## config.mk

```make
export PLATFORM = sky130hd
export DESIGN_NAME = fetch_stage_flat
export DESIGN_NICKNAME = d
export VERILOG_FILES = /design/src/rtl/mips_pkg.sv /design/src/rtl/fetch_stage_if.sv /design/src/rtl/npc_sel.sv /design/src/rtl/fetch_stage.sv /design/src/flat_wrapper.sv
export SDC_FILE = /design/constraint.sdc
export NUM_CORES = 1
export LEC_CHECK = 0
export CAP_MARGIN = 15
export CORE_MARGIN = 2
export CORE_UTILIZATION = 51
export DETAILED_ROUTE_END_ITERATION = 10
export GPL_TIMING_DRIVEN = 0
export PLACE_DENSITY = 0.87
export SLEW_MARGIN = 10
export SYNTH_ARGS = -nofsm -noshare
export SYNTH_HDL_FRONTEND = slang
export SYNTH_SLANG_ARGS = --single-unit
```

## constraint.sdc

```tcl
create_clock -name clk -period 7.67 [get_ports clk]
set_input_delay 1.9175 -clock clk [delete_from_list [all_inputs] [get_ports clk]]
set_output_delay 1.9175 -clock clk [all_outputs]
set_load 0.02 [all_outputs]
```

## src/rtl/mips_pkg.sv

```systemverilog
// Shared MIPS core definitions: next-PC select encodings, reset PC and NOP word.
package mips_pkg;

    localparam int unsigned XLEN     = 32;
    localparam int unsigned IMM_W    = 16;
    localparam int unsigned INDEX_W  = 26;
    localparam int unsigned NPC_OP_W = 2;

    typedef enum logic [NPC_OP_W-1:0] {
        NPC_SEQ = 2'b00,
        NPC_BR  = 2'b01,
        NPC_J   = 2'b10,
        NPC_JR  = 2'b11
    } npc_op_e;

    localparam logic [XLEN-1:0] RESET_PC_DEFAULT = 32'h0000_3000;
    localparam logic [XLEN-1:0] NOP              = 32'h0000_0000;

endpackage

```

## src/rtl/fetch_stage_if.sv

```systemverilog
// Fetch-stage bundle: hazard/decode control in, fetch address and IF/ID contents out.
interface fetch_stage_if;
    import mips_pkg::*;

    logic                stall;
    logic [XLEN-1:0]     instr_f;
    logic [NPC_OP_W-1:0] npc_op;
    logic                br;
    logic [IMM_W-1:0]    imm16_d;
    logic [INDEX_W-1:0]  index26_d;
    logic [XLEN-1:0]     rs_val_d;
    logic [XLEN-1:0]     pc_f;
    logic [XLEN-1:0]     instr_d;
    logic [XLEN-1:0]     pc_d;
    logic [XLEN-1:0]     pc8_d;

    modport master (
        output stall, instr_f, npc_op, br, imm16_d, index26_d, rs_val_d,
        input  pc_f, instr_d, pc_d, pc8_d
    );

    modport slave (
        input  stall, instr_f, npc_op, br, imm16_d, index26_d, rs_val_d,
        output pc_f, instr_d, pc_d, pc8_d
    );

endinterface

```

## src/rtl/npc_sel.sv

```systemverilog
// Combinational next-PC selection: sequential, conditional branch, J/JAL, JR/JALR.
module npc_sel
    import mips_pkg::*;
(
    input  logic [XLEN-1:0]     pc_f_i,
    input  logic [XLEN-1:0]     pc_d_i,
    input  logic [NPC_OP_W-1:0] npc_op_i,
    input  logic                br_i,
    input  logic [IMM_W-1:0]    imm16_d_i,
    input  logic [INDEX_W-1:0]  index26_d_i,
    input  logic [XLEN-1:0]     rs_val_d_i,
    output logic [XLEN-1:0]     npc_o
);

    logic [XLEN-1:0] br_off;

    // Word offset, sign-extended; branch base is the delay-slot address pc_d+4.
    assign br_off = {{(XLEN-IMM_W-2){imm16_d_i[IMM_W-1]}}, imm16_d_i, 2'b00};

    always_comb begin
        npc_o = pc_f_i + XLEN'(4);
        case (npc_op_i)
            NPC_BR: if (br_i) npc_o = pc_d_i + XLEN'(4) + br_off;
            NPC_J:  npc_o = {pc_d_i[XLEN-1:XLEN-4], index26_d_i, 2'b00};
            NPC_JR: npc_o = rs_val_d_i;
            default: ;
        endcase
    end

endmodule

```

## src/rtl/fetch_stage.sv

```systemverilog
// Instruction fetch: program counter plus IF/ID pipeline register (one delay slot, no flush).
module fetch_stage
    import mips_pkg::*;
#(
    parameter logic [XLEN-1:0] RESET_PC = RESET_PC_DEFAULT
) (
    input  logic          clk,
    input  logic          reset,
    fetch_stage_if.slave  fs
);

    logic [XLEN-1:0] pc_f_q,    pc_f_d;
    logic [XLEN-1:0] instr_d_q, instr_d_d;
    logic [XLEN-1:0] pc_d_q,    pc_d_d;
    logic [XLEN-1:0] npc;

    npc_sel u_npc_sel (
        .pc_f_i      (pc_f_q),
        .pc_d_i      (pc_d_q),
        .npc_op_i    (fs.npc_op),
        .br_i        (fs.br),
        .imm16_d_i   (fs.imm16_d),
        .index26_d_i (fs.index26_d),
        .rs_val_d_i  (fs.rs_val_d),
        .npc_o       (npc)
    );

    // Stall freezes everything; a branch in ID is simply re-evaluated next cycle.
    always_comb begin
        pc_f_d    = pc_f_q;
        instr_d_d = instr_d_q;
        pc_d_d    = pc_d_q;
        if (!fs.stall) begin
            pc_f_d    = npc;
            instr_d_d = fs.instr_f;
            pc_d_d    = pc_f_q;
        end
    end

    always_ff @(posedge clk) begin
        if (reset) begin
            pc_f_q    <= RESET_PC;
            instr_d_q <= NOP;
            pc_d_q    <= '0;
        end else begin
            pc_f_q    <= pc_f_d;
            instr_d_q <= instr_d_d;
            pc_d_q    <= pc_d_d;
        end
    end

    assign fs.pc_f    = pc_f_q;
    assign fs.instr_d = instr_d_q;
    assign fs.pc_d    = pc_d_q;
    assign fs.pc8_d   = pc_d_q + XLEN'(8);

endmodule

```

## src/flat_wrapper.sv

```systemverilog
// flat-port wrapper written by rule: the top's interface ports become plain ports
module fetch_stage_flat import mips_pkg::*;
#(
    parameter logic [XLEN-1:0] RESET_PC = RESET_PC_DEFAULT
)
  (clk, reset, fs_stall, fs_instr_f, fs_npc_op, fs_br, fs_imm16_d, fs_index26_d, fs_rs_val_d, fs_pc_f, fs_instr_d, fs_pc_d, fs_pc8_d);
  fetch_stage_if fs_i ();
  input  logic clk;
  input  logic reset;
  input wire logic [$bits(fs_i.stall)-1:0] fs_stall;
  input wire logic [$bits(fs_i.instr_f)-1:0] fs_instr_f;
  input wire logic [$bits(fs_i.npc_op)-1:0] fs_npc_op;
  input wire logic [$bits(fs_i.br)-1:0] fs_br;
  input wire logic [$bits(fs_i.imm16_d)-1:0] fs_imm16_d;
  input wire logic [$bits(fs_i.index26_d)-1:0] fs_index26_d;
  input wire logic [$bits(fs_i.rs_val_d)-1:0] fs_rs_val_d;
  output wire logic [$bits(fs_i.pc_f)-1:0] fs_pc_f;
  output wire logic [$bits(fs_i.instr_d)-1:0] fs_instr_d;
  output wire logic [$bits(fs_i.pc_d)-1:0] fs_pc_d;
  output wire logic [$bits(fs_i.pc8_d)-1:0] fs_pc8_d;
  assign fs_i.stall = fs_stall;
  assign fs_i.instr_f = fs_instr_f;
  assign fs_i.npc_op = fs_npc_op;
  assign fs_i.br = fs_br;
  assign fs_i.imm16_d = fs_imm16_d;
  assign fs_i.index26_d = fs_index26_d;
  assign fs_i.rs_val_d = fs_rs_val_d;
  assign fs_pc_f = fs_i.pc_f;
  assign fs_instr_d = fs_i.instr_d;
  assign fs_pc_d = fs_i.pc_d;
  assign fs_pc8_d = fs_i.pc8_d;
  fetch_stage #(.RESET_PC(RESET_PC)) u_core (.clk(clk), .reset(reset), .fs(fs_i));
endmodule
```

Word-level counts from Yosys, hierarchy flattened
Cells that the tools add are included.
{ "classes": {"n_addsub": 4, "mul": 0, "n_div": 0, "n_lt_le_gt_ge": 0, "eq_ne": 3, "shift": 0, "n_mux": 2, "bitwise": 0, "reduce_logical": 0} }
{ "ops": {"columns": ["op", "n"], "rows": [
  ["one-hot mux 32 bit (3 select lines)", 1],
  ["adder 32 x 3 -> 32 bit, second input constant", 2],
  ["adder 32 bit", 1],
  ["adder 32 x 4 -> 32 bit, second input constant", 1],
  ["two-way mux 32 bit", 1],
  ["== test 2 bit, second input constant", 2],
  ["== test 2 x 1 -> 1 bit, second input constant", 1]
]} }
{ "totals": {"regBits": 96, "latchBits": 0, "mem_bits_rw": 0, "rom_bits": 0, "inputBits": 112, "out_inout_bits": 128, "n_memories": 0} }

Logic depth before layout (Yosys ltp)
Gate-level depths: netlist of run 1.
{ "logic_depth": {"word_depth": 4, "depth_mapped": 13, "ltp_nobuf": 13} }

By module
From an unflattened synthesis of run 1, not the netlist that was laid out.
{ "unflattened": {"hier_cells": 855, "hier_area_um2": 7314.5} }
{ "by_module_without_submodules": {"columns": ["module", "instances", "cells_per_inst", "area_per_inst_um2", "seq_area_each_um2"], "rows": [
  ["fetch_stage", 1, 392, 3950.0, 1921.8],
  ["npc_sel", 1, 463, 3364.5, 0.0]
]} }

Worst setup path after synthesis of run 1
No wires, ideal clock.
{ "synth_timing": {"kind": "input to register", "from": "input port fs_imm16_d[1]", "to": "register u_core.pc_f_q[17], in the netlist u_core.fs.pc_f[17]", "setup_time_ns": 0.114, "arrival_time_ns": 4.138, "setup_slack_ns": 3.418, "stages": 11, "n_path_buf": 0, "cell_sequence": "ha_1 -> ha_1 -> inv_1 -> fa_1 -> nand2b_1 -> a211oi_2 -> o211a_1 -> o31ai_2 -> a2111oi_0 -> a311oi_1 -> a2111oi_0"} }
{ "synth_between": {"elab_chain_cells": 3} }
{ "synth_lines": {"columns": ["element", "line", "source"], "rows": [
  ["from (decl)", "flat_wrapper.sv:14", "input wire logic [$bits(fs_i.imm16_d)-1:0] fs_imm16_d;"],
  ["adder 32 bit", "npc_sel.sv:23", "NPC_BR: if (br_i) npc_o = pc_d_i + XLEN'(4) + br_off;"],
  ["two-way mux 32 bit", "npc_sel.sv:23", null],
  ["one-hot mux 32 bit (3 select lines)", "npc_sel.sv:22", "case (npc_op_i)"],
  ["to (signal assigned)", "fetch_stage.sv:46", "pc_f_q <= pc_f_d;"],
  ["to (decl)", "fetch_stage.sv:12", "logic [XLEN-1:0] pc_f_q, pc_f_d;"]
]} }
No other way between the ends.
A chain may end at the register's enable or synchronous reset.

Final worst setup path of run 1
{ "layout_timing": {"from": "register u_core.pc_d_q[5], in the netlist u_core.fs.pc_d[5]", "to": "output port fs_pc8_d[31]"} }
{ "layout_between": {"elab_chain_cells": 1} }
{ "layout_lines": {"columns": ["element", "line", "source"], "rows": [
  ["from (decl)", "fetch_stage.sv:14", "logic [XLEN-1:0] pc_d_q, pc_d_d;"],
  ["from (signal assigned)", "fetch_stage.sv:48", "pc_d_q <= pc_d_d;"],
  ["adder 32 x 4 -> 32 bit", "fetch_stage.sv:55", "assign fs.pc8_d = pc_d_q + XLEN'(8);"],
  ["to (decl)", "flat_wrapper.sv:20", "output wire logic [$bits(fs_i.pc8_d)-1:0] fs_pc8_d;"]
]} }
No other way between the ends.

==> reports/metrics.yaml, run 1 <==
cp_slowest_cell: "clkdlybuf4s50_1"
post_cts_buffers: 0
start_util: 0.516
cts_hold_buf: 0
antenna_cells: 0
drt.antenna.violating_nets: 0
netlist_area_um2: 7410
layout.nets: 1329
yosysWarningCount: 0
crit_chain: "and3_1 -> and3_1 -> nand2_1 -> or2_2 -> nor2_1 -> nand4_1 -> xnor2_1 -> clkdlybuf4s50_1"
cts.htree.levels: 3
grt_pass1_wl_mm: 40.2
drtIter0Drc: 802
antenna_found_initial: 0
power.leakage_uw: 0.00432
finalMaxSlewViolations: 0
dp.final_hpwl_mm: 19.3
worstPathRequired_ps: 5750
cts.sinks: 96
outcome: "complete, no violations"
cts_tree: "yes"
die_w_um: 125
dp_cells: 1330
first_pass_iters: 5
grt.total_usage: 0.317
async_flop_share: 0
p_int_uw: 968
path_max_fanout: 7
syn_to_final_growth_pct: 38.6
wl_mm: 25.4
num_rows: 44
grt_pass1_vias: 7799
swShare: 0.339
hold_class: "register to register"
globalplace.congestion: 0.918
viasPerCell: 5.96
port_buffers: 235
yosysSeqAreaShare: 0.259
syn_area_per_cell_um2: 8.14
p_seq_frac: 0.390
clockBufferDepth: 2
drv_cap: 0
max_stage_delay_ps: 650
root_buffer: "clkbuf_16"
cp-end-kind: "primary output"
n_fill_cell: 1128
arrival_ps: 3450
ys_types: 73
vias: 8028
clock_latency_ps: 360
ys.flop_type: "dfxtp_1"
cts-resized-gates: 0
critPathLaunchType: "register"
grt_overflow: 0
worst_slew_pin_slew_ps: 916
min_period_ps: 5370
route.detailed.drc: 0
worst_slack_ps: 2300
fin_tns_setup_ps: 0
p_per_area_nw_per_um2: 142
syn-num-nets: 1083
synth_edf_count: 0
comb_power_share: 0.307
rsz0062_at_grt: "no"
synth_cells: 911
cp_common_cell: "and3_1"
design.portCount: 240
clockPowerShare: 0.303
max-vdd-ir-drop_mv: 0.124
hold_viol_final: 0
core_um2: 14400
wl_per_cell_um: 18.9
die_h_um: 125
clk_pin_slew_ps: 70
fin_cells: 1346
ys_seq_elements: 96
place_ws_ps: 2240
fmax_ghz: 0.186
grt_max_degree: 18
setup_viol: 0
p_sw_uw: 495
cts_buffers: 9
fin_crit_sh: 0.700
die_area_um2: 15500
criticalPathCategory: "register to primary output"
skew_ps: 6.81
drive_gt1_frac: 0.0491
slew-limit-headroom: 0.387
-- cell usage in the layout, fill, tap and decap left out, types with 9 or more instances in the layout --
cell,n
dfxtp_1,96
clkbuf_16,9
xnor2_1,40
a21o_1,19
o21a_1,10
o21ai_0,37
and3_1,18
nand2_1,58
inv_1,27
nand4_1,12
ha_1,59
xor2_1,17
nand3_1,43
a31oi_1,9
a211oi_1,9
clkbuf_1,37
nor2_1,120
mux2_2,10
clkdlybuf4s50_1,235
a21oi_1,54
mux2i_1,83
nor3_1,17
a221oi_1,10
-- power by group through the flow --
stage	Sequential, µW	Clock, µW	Combinational, µW
after global routing	574	470	483
final	570	443	449
after CTS	569	447	444
after floorplan	606	0	215
after global placement	579	0	434
after detailed placement	580	0	441
-- state kept, by name, summed over array words and instances (netlist names) --
| register | flops |
|---|---|
| u_core.fs.pc_d | 32 |
| u_core.fs.pc_f | 32 |
| u_core.fs.instr_d | 32 |
-- Yosys cell counts (18+ instances only) --
| library cell | instances | area share |
|---|---|---|
| nor2_1 | 120 | 0.061 |
| dfxtp_1 | 96 | 0.26 |
| mux2i_1 | 83 | 0.11 |
| ha_1 | 59 | 0.10 |
| nand2_1 | 58 | 0.029 |
| a21oi_1 | 54 | 0.036 |
| nand3_1 | 43 | 0.029 |
| xnor2_1 | 40 | 0.047 |
| o21ai_0 | 37 | 0.025 |
| clkbuf_1 | 36 | 0.018 |
| inv_1 | 27 | 0.014 |
| a21o_1 | 19 | 0.019 |
| and3_1 | 18 | 0.015 |
-- critical path: cells and delay by family (launching register included) --
| kind | cells | cell delay (ps) |
|---|---|---|
| buffers and inverters | 1 | 650 |
| xor gates and xnor gates | 1 | 230 |
| DFF | 1 | 480 |
| and+or+nand+nor | 6 | 1720 |
-- cell families after synthesis --
family,Yosys count,synth area share
simple gates,320,0.214
compound gates,203,0.184
xor+xnor,57,0.0673
mux,93,0.127
flops,96,0.259
buf+inv,82,0.0456
fa+ha+maj,60,0.102
-- stage by stage --
stage	utilization	power (µW)	area (µm²)	hold WS [ps]
3_5_place_dp	0.696	1020	10000	491
2_1_floorplan	-	821	7410	565
6_report	0.715	1460	10300	501
3_3_place_gp	0.696	1010	10000	473
5_1_grt	0.715	1530	10300	526
4_1_cts	0.715	1460	10300	508
-- routing by layer --
layer  wire [µm]  part of all wire  up-vias  GRT usage
li1            -                 -     3795          -
met3        2660              0.10       77     0.0838
met2       11600              0.46      475      0.517
met4         964             0.038        0      0.134
met1       10200              0.40     3681      0.396
met5           0                 0        -          0
-- path summary, 6_finish.rpt --
check / start / end / slack [ps] / cells past startpoint
worst max-delay path: u_core.fs.pc_d[5]$_SDFFE_PP0N_ / fs_pc8_d[31] / 2300 / 8
worst min-delay path: u_core.fs.instr_d[28]$_SDFFE_PP0N_ / u_core.fs.instr_d[28]$_SDFFE_PP0N_ / 500 / 2
worst max register to register: u_core.fs.pc_d[3]$_SDFFE_PP0N_ / u_core.fs.pc_f[23]$_SDFFE_PP0N_ / 4330 / 11
worst min register to register: u_core.fs.instr_d[28]$_SDFFE_PP0N_ / u_core.fs.instr_d[28]$_SDFFE_PP0N_ / 500 / 2
-- layout make-up --
type	count	area, µm²	share of cell area
plain buffers	55	236	0.0230
clock buffers	10	229	0.0223
clock inverters	6	51.3	0.00499
inverters	27	101	0.00986
multi-input cells	733	5150	0.502
flip-flops and latches	96	1920	0.187
well taps	184	230	0.0224
repair buffers	235	2350	0.229
No activity file was read; power rests on OpenSTA's default activity.
==> run 2, diff against run 1 <==
--- a/config.mk
+++ b/config.mk
@@ -7,10 +7,10 @@
 export LEC_CHECK = 0
 export CAP_MARGIN = 15
 export CORE_MARGIN = 2
-export CORE_UTILIZATION = 51
+export CORE_UTILIZATION = 43
 export DETAILED_ROUTE_END_ITERATION = 10
 export GPL_TIMING_DRIVEN = 0
-export PLACE_DENSITY = 0.87
+export PLACE_DENSITY = 0.78
 export SLEW_MARGIN = 10
 export SYNTH_ARGS = -nofsm -noshare
 export SYNTH_HDL_FRONTEND = slang
==> constraint.sdc (replaced) <==
create_clock -name clk -period 4.4 [get_ports clk]
set_input_delay 1.1 -clock clk [delete_from_list [all_inputs] [get_ports clk]]
set_output_delay 1.1 -clock clk [all_outputs]
set_load 0.02 [all_outputs]
==> run 2 against run 1 <==
Effect of this change: setup slack got worse by 2100 ps; cell count up 3.0%; global-route usage down 3.3 points; critical endpoint is now fs_pc8_d[30]; non-clock buffer count shrank 1; first-iteration DRC count decreased by 26%; highest routed layer unchanged; combinational power increased by 74%; hold slack worse by 5.6 ps; design area up 0.82%.
==> reports/metrics.yaml, run 2 (synthesized netlist as in run 1, its figures left out) <==
outcome: "complete, no violations"
critPathLaunchType: "register"
fmax_ghz: 0.240
fin_tns_setup_ps: 0
grt.total_usage: 0.284
layout_common_cells: "clkdlybuf4s50_1 (234), nor2_1 (119), dfxtp_1 (95), mux2i_1 (83), ha_1 (59)"
port_buffers: 235
place_ws_ps: -237
fin_crit_sh: 0.948
cts.htree.levels: 3
root_buffer: "clkbuf_16"
worst_slew_pin_slew_ps: 881
slew-limit-headroom: 0.411
startpoint: "u_core.fs.pc_d[6]$_SDFFE_PP0N_"
route.detailed.drc: 0
drive_gt1_frac: 0.0517
worst_slack_ps: 231
grt_overflow: 0
core_um2: 17100
num_rows: 48
max-vdd-ir-drop_mv: 0.170
wl_per_cell_um: 19.0
viasPerCell: 5.76
clk_pin_slew_ps: 70
arrival_ps: 3070
criticalPathCategory: "register to primary output"
vias: 7982
wl_mm: 26.3
antenna_found_initial: 0
start_util: 0.435
cts_buffers: 9
die_area_um2: 18300
p_per_area_nw_per_um2: 253
drtIter0Drc: 593
dp.final_hpwl_mm: 20.1
worstPathRequired_ps: 3300
clockBufferDepth: 2
post_cts_buffers: 0
path_max_fanout: 7
cts.sinks: 96
antenna_cells: 0
drv_cap: 0
hold_class: "register to register"
globalplace.congestion: 0.921
r2r-start: "u_core.fs.pc_d[3]$_SDFFE_PP0N_"
cts_tree: "yes"
first_pass_iters: 5
power.total_uw: 2620
setup_viol: 0
cp-end-kind: "primary output"
die_h_um: 135
skew_ps: 10.5
layout.nets: 1328
grt_pass1_vias: 7758
hold_viol_final: 0
min_period_ps: 4170
final_common_cell: "clkdlybuf4s50_1"
final_util: 0.607
clock_latency_ps: 360
rsz0062_at_grt: "no"
finalMaxSlewViolations: 0
grt_max_degree: 17
power.leakage_uw: 0.00434
min_from: "u_core.fs.instr_d[19]$_SDFFE_PP0N_"
grt_pass1_wl_mm: 40.6
syn_to_final_growth_pct: 39.7
die_w_um: 135
drt.antenna.violating_nets: 0
design.portCount: 240
## run 2: timing repair
item                       in CTS  in global routing
setup endpoints to repair       7                  9
gates resized for setup         1                  3
hold buffers                    0                  0
## run 2: stage by stage
| stage | cells | hold slack [ps] | area (µm²) |
|---|---|---|---|
| floorplan | 911 | 565 | 7410 |
| global placement | 1371 | 472 | 10000 |
| detailed placement | 1371 | 487 | 10000 |
| CTS | 1387 | 502 | 10400 |
| global route | 1386 | 530 | 10400 |
| finish | 1386 | 495 | 10400 |
## run 2: per-layer routing
metal	track usage	part of all wire
met4	0.137	0.041
met5	0	0
met2	0.455	0.45
met1	0.348	0.41
met3	0.0857	0.10
## run 2: area by class of cell
cell class	instances	area [µm²]
Fill cell	1547	6700
Multi-Input combinational cell	733	5160
Timing Repair Buffer	235	2350
Sequential cell	96	1920
Tap cell	225	282
Clock buffer	10	239
Buffer	54	233
Inverter	27	101
Clock inverter	6	66.3
## run 2: worst paths after layout
check        slack (ps)                            endpoint  cells past startpoint
min                 500  u_core.fs.instr_d[19]$_SDFFE_PP0N_                      2
max                 230                        fs_pc8_d[30]                      7
min reg2reg         500  u_core.fs.instr_d[19]$_SDFFE_PP0N_                      2
max reg2reg        1040     u_core.fs.pc_f[23]$_SDFFE_PP0N_                     11
## run 2: where the power goes
group | internal (µW) | switching [µW] | total, µW | leakage, µW
Sequential | 921 | 74.4 | 996 | 0.000790
Combinational | 371 | 412 | 783 | 0.00340
Clock | 460 | 380 | 841 | 0.000153
Total | 1750 | 866 | 2620 | 0.00434
## run 2: critical path, stage by stage, from the launching register on
cell	delay [ps]
dfxtp_1	450
and3_1	240
and3_1	220
nand3_1	230
or3_1	570
nor2_1	210
xor2_1	170
clkdlybuf4s50_1	640
==> run 3, diff against run 2 <==
--- a/config.mk
+++ b/config.mk
@@ -6,11 +6,13 @@
 export NUM_CORES = 1
 export LEC_CHECK = 0
 export CAP_MARGIN = 15
+export CORE_ASPECT_RATIO = 1.1
 export CORE_MARGIN = 2
 export CORE_UTILIZATION = 43
 export DETAILED_ROUTE_END_ITERATION = 10
 export GPL_TIMING_DRIVEN = 0
 export PLACE_DENSITY = 0.78
+export SETUP_SLACK_MARGIN = 0.5
 export SLEW_MARGIN = 10
 export SYNTH_ARGS = -nofsm -noshare
 export SYNTH_HDL_FRONTEND = slang
==> run 3 against run 2 <==
Effect of this change: register-to-register slack better by 280 ps; die area about the same; non-clock buffer count up 5; sequential share of layout area down 0.10 points; count of clock-buffer cells in the layout down 1; clock power down 5.5%; clock skew down 0.95 ps; first-iteration DRC count up 32%; largest power group unchanged; highest routed layer unchanged.
==> reports/metrics.yaml, run 3 (synthesized netlist as in run 1, its figures left out) <==
core_um2: 17000
wl_mm: 26.3
path_max_fanout: 7
max-vdd-ir-drop_mv: 0.189
final_common_cell: "clkdlybuf4s50_1"
cts.sinks: 96
antenna_cells: 0
grt_pass1_vias: 7577
worst_slew_pin_slew_ps: 975
power.total_uw: 2580
worstPathRequired_ps: 3300
wl_per_cell_um: 18.8
antenna_found_initial: 0
criticalPathCategory: "register to primary output"
critPathLaunchType: "register"
syn_to_final_growth_pct: 40.7
drtIter0Drc: 780
root_buffer: "clkbuf_16"
viasPerCell: 5.70
route.detailed.drc: 0
num_rows: 50
arrival_ps: 2710
drt.antenna.violating_nets: 0
hold_class: "register to register"
cp-end-kind: "primary output"
die_area_um2: 18300
finalMaxSlewViolations: 0
layout.nets: 1333
hold_viol_final: 0
grt_max_degree: 19
r2r_slack_ps: 1320
die_h_um: 142
grt_overflow: 0
fin_crit_sh: 0.867
slew-limit-headroom: 0.347
whs_ps: 500
clock_latency_ps: 360
clockBufferDepth: 2
vias: 7980
cts_tree: "yes"
die_w_um: 129
start_util: 0.437
grt.total_usage: 0.283
globalplace.congestion: 0.934
dp.final_hpwl_mm: 20.0
fmax_ghz: 0.262
layout_common_cells: "clkdlybuf4s50_1 (220), nor2_1 (119), dfxtp_1 (93), mux2i_1 (83), ha_1 (59)"
design.portCount: 240
cts_buffers: 9
min_period_ps: 3810
clk_pin_slew_ps: 80
drv_cap: 0
power.leakage_uw: 0.00442
grt_pass1_wl_mm: 40.7
skew_ps: 9.60
first_pass_iters: 5
setup_viol: 0
outcome: "complete, no violations"
port_buffers: 235
rsz0062_at_grt: "no"
drive_gt1_frac: 0.0660
p_per_area_nw_per_um2: 247
cts.htree.levels: 3
-- run 3: changes by cell type in the layout (fill, tap and decap cells not counted), sizes merged, moves of 2 or more --
| cell | change |
|---|---|
| inv | +2 |
| clkdlybuf4s50 | -14 |
| clkinvlp | +2 |
| dlygate4sd2 | +9 |
| clkdlybuf4s15 | +2 |
| buf | +4 |
| clkbuf | +3 |
| clkinv | -2 |
-- run 3: repair_timing --
item / CTS / global route
buffers inserted: 2 / 2
pin swaps: 4 / 5
hold buffers: 0 / 0
resized for setup: 25 / 17
setup endpoints to repair: 22 / 18
-- run 3: path summary, 6_finish.rpt --
| path | start | endpoint | cells past startpoint |
|---|---|---|---|
| max | u_core.fs.pc_d[5]$_SDFFE_PP0N_ | fs_pc8_d[22] | 8 |
| max reg2reg | u_core.fs.pc_d[4]$_SDFFE_PP0N_ | u_core.fs.pc_f[28]$_SDFFE_PP0N_ | 10 |
| min reg2reg | u_core.fs.instr_d[12]$_SDFFE_PP0N_ | u_core.fs.instr_d[12]$_SDFFE_PP0N_ | 2 |
| min | u_core.fs.instr_d[12]$_SDFFE_PP0N_ | u_core.fs.instr_d[12]$_SDFFE_PP0N_ | 2 |
-- run 3: critical path, stage by stage, from the launching register on --
cell and delay, ps:
dfxtp_2 420, and3_1 230, and3_1 220, nand3_1 200, or3_1 360, clkbuf_2 240
nor2_1 170, xor2_1 170, dlygate4sd2_1 350
-- run 3: area by class of cell --
cell class | instances | area [µm²]
clock buffer | 9 | 225
clock inverter | 7 | 60.1
sequential | 96 | 1930
inverter | 27 | 101
tap | 234 | 293
timing repair buffer | 239 | 2370
multi-input combinational | 733 | 5220
fill | 1491 | 6520
buffer | 55 | 238
-- run 3: per-stage QoR --
stage | util | TNS, ps | worst slack [ps] | std cells | instance area [µm²]
2_1_floorplan | - | 0 | 965 | 911 | 7410
3_3_place_gp | 0.593 | -275 | -246 | 1380 | 10100
3_5_place_dp | 0.593 | -321 | -246 | 1380 | 10100
4_1_cts | 0.613 | 0 | 350 | 1398 | 10400
5_1_grt | 0.615 | 0 | 498 | 1400 | 10400
6_report | 0.615 | 0 | 586 | 1400 | 10400
-- run 3: power by group --
part / leakage, µW / internal, µW / switching (µW)
combinational: 0.00349 / 372 / 416
clock: 0.000136 / 396 / 400
sequential: 0.000791 / 921 / 74.7
total: 0.00442 / 1690 / 890
-- run 3: routing by layer --
| metal | track usage | wire, µm | vias up |
|---|---|---|---|
| met3 | 0.0652 | 2550 | 62 |
| met1 | 0.354 | 10500 | 3717 |
| met5 | 0 | 0 | - |
| li1 | - | - | 3802 |
| met2 | 0.465 | 12400 | 399 |
| met4 | 0.120 | 910 | 0 |
